### config.mk
export PLATFORM = sky130hd
export DESIGN_NAME = bnt_gesture
export DESIGN_NICKNAME = d
export VERILOG_FILES = /design/src/rtl/bnt_gesture.sv
export SDC_FILE = /design/constraint.sdc
export NUM_CORES = 1
export LEC_CHECK = 0
export CORE_MARGIN = 5
export CORE_UTILIZATION = 54
export DETAILED_ROUTE_END_ITERATION = 7
export PLACE_DENSITY = 0.75
export SLEW_MARGIN = 20
export SYNTH_ARGS = -nofsm -noshare
export SYNTH_HDL_FRONTEND = slang
export SYNTH_SLANG_ARGS = --single-unit
### constraint.sdc
create_clock -name clk -period 1.8 [get_ports clk]
set_input_delay 0.18 -clock clk [delete_from_list [all_inputs] [get_ports clk]]
set_output_delay 0.18 -clock clk [all_outputs]
set_load 0.01 [all_outputs]
### src/rtl/bnt_gesture.sv
// Button gesture classifier: single / double / long press events.
// Consumes a one-cycle press-start pulse (bnt_star) and the raw active-low
// button level. It emits one event code per gesture through a valid/ready
// handshake.
// Optional feature: define BNT_GESTURE_DROP_CNT_EN to add an 8-bit saturating
// drop_cnt output. It counts press starts discarded while an event is pending
// or while a long press is still held.
module bnt_gesture #(
  parameter int C_CLK_FREQ  = 100_000,  // KHz
  parameter int C_GAP_TIME  = 800,      // ms, double-click window
  parameter int C_LONG_TIME = 1500      // ms, long-press threshold
) (
  input  logic       clk,
  input  logic       reset,
  input  logic       bnt_star,
  input  logic       bnt,
  input  logic       evt_ready,
  output logic       evt_valid,
  output logic [1:0] evt_code
`ifdef BNT_GESTURE_DROP_CNT_EN
  ,
  output logic [7:0] drop_cnt
`endif
);

  // KHz * ms gives the cycle count directly.
  localparam logic [31:0] GAP_CYC   = 32'(C_CLK_FREQ * C_GAP_TIME);
  localparam logic [31:0] LONG_CYC  = 32'(C_CLK_FREQ * C_LONG_TIME);
  localparam logic [31:0] GAP_LAST  = GAP_CYC - 32'd1;
  localparam logic [31:0] LONG_LAST = LONG_CYC - 32'd1;

  localparam logic [1:0] CODE_SINGLE = 2'b01;
  localparam logic [1:0] CODE_DOUBLE = 2'b10;
  localparam logic [1:0] CODE_LONG   = 2'b11;

  typedef enum logic [2:0] {
    IDLE   = 3'd0,
    PRESS1 = 3'd1,
    WAIT2  = 3'd2,
    PRESS2 = 3'd3,
    EMIT   = 3'd4,
    REL    = 3'd5
  } state_t;

  state_t      state;
  logic [31:0] cnt;
  logic        bnt_m;
  logic        bnt_s;

  // Two-flop synchronizer for the asynchronous button level; idles released (1).
  always_ff @(posedge clk) begin
    if (!reset) begin
      bnt_m <= 1'b1;
      bnt_s <= 1'b1;
    end else begin
      bnt_m <= bnt;
      bnt_s <= bnt_m;
    end
  end

  // Gesture FSM. evt_valid is registered and is high exactly while in EMIT.
  // evt_code keeps its last value outside EMIT.
  always_ff @(posedge clk) begin
    if (!reset) begin
      state     <= IDLE;
      cnt       <= '0;
      evt_valid <= 1'b0;
      evt_code  <= 2'b00;
    end else begin
      unique case (state)
        IDLE: begin
          if (bnt_star) begin
            state <= PRESS1;
            cnt   <= '0;
          end
        end
        PRESS1: begin
          cnt <= cnt + 32'd1;
          // Release wins over a same-cycle long expiry, so it is handled as a short press.
          if (bnt_s) begin
            state <= WAIT2;
            cnt   <= '0;
          end else if (cnt == LONG_LAST) begin
            state     <= EMIT;
            evt_valid <= 1'b1;
            evt_code  <= CODE_LONG;
          end
        end
        WAIT2: begin
          cnt <= cnt + 32'd1;
          // A second press wins over a same-cycle gap expiry.
          if (bnt_star) begin
            state <= PRESS2;
          end else if (cnt == GAP_LAST) begin
            state     <= EMIT;
            evt_valid <= 1'b1;
            evt_code  <= CODE_SINGLE;
          end
        end
        PRESS2: begin
          // No timeout here: a held second press still resolves as a double.
          if (bnt_s) begin
            state     <= EMIT;
            evt_valid <= 1'b1;
            evt_code  <= CODE_DOUBLE;
          end
        end
        EMIT: begin
          if (evt_ready) begin
            evt_valid <= 1'b0;
            // A long press may still be held; wait for its release before re-arming.
            state     <= (evt_code == CODE_LONG) ? REL : IDLE;
          end
        end
        REL: begin
          if (bnt_s) state <= IDLE;
        end
        default: begin
          state     <= IDLE;
          evt_valid <= 1'b0;
        end
      endcase
    end
  end

`ifdef BNT_GESTURE_DROP_CNT_EN
  // Count press starts that arrive while an event is pending or a long press is held.
  always_ff @(posedge clk) begin
    if (!reset)
      drop_cnt <= '0;
    else if (bnt_star && (state == EMIT || state == REL) && drop_cnt != 8'hFF)
      drop_cnt <= drop_cnt + 8'd1;
  end
`endif

endmodule

== Word-level counts from Yosys, hierarchy flattened ==
Index checks and enable logic that the tools add are counted.

* Logic and storage cells: 60
* Bits in registers: 40
* Output and inout port bits: 3
* Input port bits: 5

* Bitwise operators: 1
* Reduce and logical (&&, ||, !) cells: 8
* Eq/ne operators: 18
* Muxes and demuxes: 26
* Add/sub/neg operators: 1

{| class="wikitable"
|+ Operators by type and width
! kind !! number
|-
| one-hot mux 32 bit (3 select lines) || 1
|-
| two-way mux 32 bit || 2
|-
| adder 32 x 1 -> 32 bit, second input constant || 1
|-
| equality test 32 x 27 -> 1 bit, second input constant || 1
|-
| equality test 32 x 28 -> 1 bit, second input constant || 1
|-
| two-way mux 3 bit || 9
|-
| one-hot mux 3 bit (6 select lines) || 1
|-
| inequality test 2 bit, second input constant || 8
|-
| AND reduction 6 bit || 2
|-
| two-way mux 2 bit || 5
|-
| AND reduction 7 bit || 1
|-
| equality test 3 x 2 -> 1 bit, second input constant || 2
|-
| equality test 3 bit, second input constant || 2
|-
| two-way mux 1 bit || 6
|-
| inequality test 3 bit, second input constant || 2
|-
| one-hot mux 2 bit (3 select lines) || 1
|-
| nonzero test 3 bit || 2
|-
| one-hot mux 1 bit (5 select lines) || 1
|-
| equality test 3 x 1 -> 1 bit, second input constant || 1
|-
| logical NOT 3 bit || 1
|-
| equality test 2 bit, second input constant || 1
|-
| AND reduction 2 bit || 1
|-
| OR reduction 2 bit || 1
|-
| inverter 1 bit || 1
|}

== Logic depth before layout (Yosys ltp) ==
* Depth in word-level cells: 4
* Gate-level depth with buffers: 7

== Least setup slack after synthesis ==
No wires, ideal clock.

* Path type: reg2reg
* Start: register cnt[26]
* End: register evt_valid
* Clock period less this slack: 1.855 ns
* Path buffers: 0
* Cell stages (with the launch flop): 6
* Path slack: -0.055 ns
* Arrival time: 1.733 ns
* Path through: dfxtp_1 > or4b_4 > nor4_4 > o221ai_2 > and3_2 > a221o_1

* Word-level cells in the longest chain between the ends: 3

{| class="wikitable"
|+ RTL lines
! what !! RTL line !! RTL
|-
| start, declared || 46 || <nowiki>logic [31:0] cnt;</nowiki>
|-
| start signal, assigned || 78 || <nowiki>cnt <= cnt + 32'd1;</nowiki>
|-
| start signal, assigned || 90 || <nowiki>cnt <= cnt + 32'd1;</nowiki>
|-
| equality test 32 x 27 -> 1 bit / equality test 32 x 28 -> 1 bit (equally long branches) || 94, 83 ||
|-
| inequality test 2 bit (no source line) || -- ||
|-
| AND reduction 7 bit (no source line) * || -- ||
|-
| end signal, assigned || 96 || <nowiki>evt_valid <= 1'b1;</nowiki>
|-
| end signal, assigned || 104 || <nowiki>evt_valid <= 1'b1;</nowiki>
|-
| end signal, assigned || 110 || <nowiki>evt_valid <= 1'b0;</nowiki>
|-
| end, declared || 18 || <nowiki>output logic evt_valid,</nowiki>
|}

Mark *: on every way between the ends. The rest lies on a longest branch, timed or not.
A chain may end at the register's enable or synchronous reset.

== Worst setup path in the final report ==
* Start: register cnt[14]
* End: register evt_code[1]

* Word-level cells in the longest chain between the ends: 3

{| class="wikitable"
|+ RTL lines
! what !! RTL line !! RTL
|-
| equality test 32 x 27 -> 1 bit / equality test 32 x 28 -> 1 bit (equally long branches) || 94, 83 ||
|-
| inequality test 2 bit (no source line) || -- ||
|-
| AND reduction 6 bit (no source line) * || -- ||
|-
| end signal, assigned || 86 || <nowiki>evt_code <= CODE_LONG;</nowiki>
|-
| end signal, assigned || 97 || <nowiki>evt_code <= CODE_SINGLE;</nowiki>
|-
| end signal, assigned || 105 || <nowiki>evt_code <= CODE_DOUBLE;</nowiki>
|-
| end, declared || 19 || <nowiki>output logic [1:0] evt_code</nowiki>
|}

Marks and branches as above.

==> flow_summary.ini <==
[grt]
antenna_found_initial = 0
grt_pass1_wl_mm = 9.38
use_met2 = 0.357
met1_usage = 0.286
busiest_layer = met2
met3_usage = 0.0492
grt-ovfl-total = 0
grt_start_max_net_pins = 23
grt.total_usage = 0.222
first_global_vias = 2106

[timing]
clock.fmax_mhz = 520
fin_skew_ns = 0.0130
maxSlewViolCount = 0
rsz0062_at_grt = true
slew-limit-headroom = 0.747
setup_viol = 5
hold_viol = 0
period_needed_ns = 1.92
worst_slew_pin_slew_ns = 0.376
min_period_over_period = 1.07
tns_ns = -0.363
worst_slack_ns = -0.124

[place]
gp_congestion = 0.951
dp_cells = 366
dpl.hpwl_mm = 3.97
port_buffers = 7

[floorplanning]
initial_core_util = 0.550
die_area_um2 = 5390
die_h_um = 73.4
fp.dieW_um = 73.4
row_count = 23
coreArea_um2 = 3940
ios = 8

[layout]
diodes = 0
regArea_um2 = 811
final_cell_mix = buf_4 (62), dfxtp_1 (32), nand2_1 (23), nor2_1 (23), xnor2_1 (14)
syn2layout_area_growth_pct = 37.9
layout-drive-gt1-share = 0.348
fill_cells = 262
finish.net_count = 334
final_common_cell = buf_4
final_cells = 378
multi_input_area_um2 = 1440

[clock_network]
path_clk_slew_ns = 0.08
clk_latency_ns = 0.30
clockRootBuffer = clkbuf_8
cts_buffers = 5
htree_levels = 2
cts_tree = done
clockBufferDepth = 2
clock_sinks = 40

[worst_setup_path]
crit_path_max_fanout = 5
start_kind = flop
cp.required_ns = 2.05
arrival_ns = 2.17
critPathKind = reg -> reg
end_kind = flop

[hold_path]
hold_path.class = reg -> reg

[synth]
ys_ff_latch = 40
mappedNetlistNets = 268
ys_async_sr_fraction = 0
ys_types = 49
yosysWarnings = 0
synth-edff-count = 0
netlist_instances = 262
synth_area_per_cell_um2 = 8.28
yosysSeqAreaShare = 0.369
netlist_area_um2 = 2170
synth_top_flop_cell = dfxtp_1

[detailed_routing]
drtPass1Iterations = 5
wl_per_cell_um = 16.4
detail_route.iter0.violations = 201
route.detailed.drc = 0
detailroute.via_count = 2339
vias_per_cell = 6.19
antenna_left = 0
totalWireLength_mm = 6.19

[pwr]
power.density_nw_per_um2 = 626
max-vdd-ir-drop_mv = 0.589
p_leak_uw = 0.00113

[status]
failed_checks = setup timing
status = finished, violations left

[run]
max_cap_violations = 0
[power by group]
| group | switching (µW) | internal, µW |
|---|---|---|
| Sequential | 30.3 | 907 |
| Clock | 312 | 264 |
| Combinational | 196 | 163 |
| Total | 538 | 1330 |
[per-stage QoR]
stage / hold WS [ns] / power (µW) / util / setup slack, ns / instance area, µm²
2_1_floorplan: 0.281 / 1140 / - / 0.0292 / 2170
3_3_place_gp: 0.394 / 1250 / 0.682 / -0.256 / 2690
3_5_place_dp: 0.403 / 1270 / 0.682 / -0.263 / 2690
4_1_cts: 0.422 / 1830 / 0.705 / -0.0921 / 2780
5_1_grt: 0.438 / 1950 / 0.759 / -0.181 / 2990
6_report: 0.420 / 1870 / 0.759 / -0.124 / 2990
[state kept, by name, summed over array words and instances, names as in the netlist]
register,count
bnt_m,1
evt_code,2
state,3
evt_valid,1
bnt_s,1
cnt,32
[metal layers]
layer	share of wire	vias up
met5	0	-
met4	0.032	0
li1	-	1089
met1	0.42	1121
met3	0.052	27
met2	0.50	102
[logic make-up after synthesis]
logic type | after synthesis | share of synthesized area
xor+xnor | 19 | 0.0767
buf+inv | 22 | 0.0438
fa+ha+maj | 1 | 0.00577
flops | 40 | 0.369
compound gates | 41 | 0.139
mux | 3 | 0.0138
simple gates | 136 | 0.352
[cells in the mapped netlist, types with 2 or more instances]
| master | n | area (µm²) |
|---|---|---|
| dfxtp_1 | 40 | 801 |
| nand2_1 | 25 | 93.8 |
| nor2_1 | 24 | 90.1 |
| nor3_1 | 14 | 70.1 |
| xnor2_1 | 14 | 123 |
| nand3_1 | 13 | 65.1 |
| a21oi_1 | 12 | 60.1 |
| inv_1 | 10 | 37.5 |
| nand2b_1 | 9 | 56.3 |
| nand4_1 | 8 | 50.1 |
| and3_1 | 7 | 43.8 |
| clkbuf_1 | 7 | 26.3 |
| or3_1 | 7 | 43.8 |
| or4_1 | 7 | 52.6 |
| nor4_1 | 6 | 37.5 |
| o211ai_1 | 6 | 45.0 |
| xor2_1 | 5 | 43.8 |
| buf_2 | 4 | 20.0 |
| a21o_1 | 3 | 22.5 |
| mux2i_1 | 3 | 30.0 |
| nor4_2 | 3 | 37.5 |
| o21ai_0 | 3 | 15.0 |
| a2111oi_0 | 2 | 17.5 |
| nand4b_1 | 2 | 17.5 |
| o211a_1 | 2 | 20.0 |
| o311ai_0 | 2 | 17.5 |
| o41ai_1 | 2 | 17.5 |
[final timing paths]
check / startpoint / endpoint / slack [ns] / cells after the start
setup / recovery: cnt[14]$_SDFFE_PN0P_ / evt_code[1]$_SDFFE_PN0P_ / -0.12 / 7
hold reg to reg: bnt_m$_SDFF_PN1_ / bnt_s$_SDFF_PN1_ / 0.42 / 1
hold / removal: bnt_m$_SDFF_PN1_ / bnt_s$_SDFF_PN1_ / 0.42 / 1
setup reg to reg: cnt[14]$_SDFFE_PN0P_ / evt_code[1]$_SDFFE_PN0P_ / -0.12 / 7
[final cells by class]
| class | instances | area share |
|---|---|---|
| sequential | 40 | 0.271 |
| tap | 50 | 0.0209 |
| timing repair buffer | 71 | 0.187 |
| multi-input combinational | 200 | 0.482 |
| inverter | 10 | 0.0125 |
| clock buffer | 6 | 0.0243 |
| clock inverter | 1 | 0.00167 |
[worst max-delay path, cell delays in order, from the launching register on]
cell and delay, ns:
dfxtp_1 0.31, buf_4 0.15, nand4b_1 0.19, nor4_1 0.32, buf_4 0.19, nand4_1 0.14, a211oi_2 0.35, o221a_2 0.25
[timing repair]
item / in CTS / in global routing
pin swaps: 3 / 8
setup endpoints to repair: 19 / 32
gates cloned: 0 / 0
resized for setup: 4 / 43
hold buffers: 0 / 0
buffers inserted: 1 / 4
No activity file was read; power rests on OpenSTA's default activity.
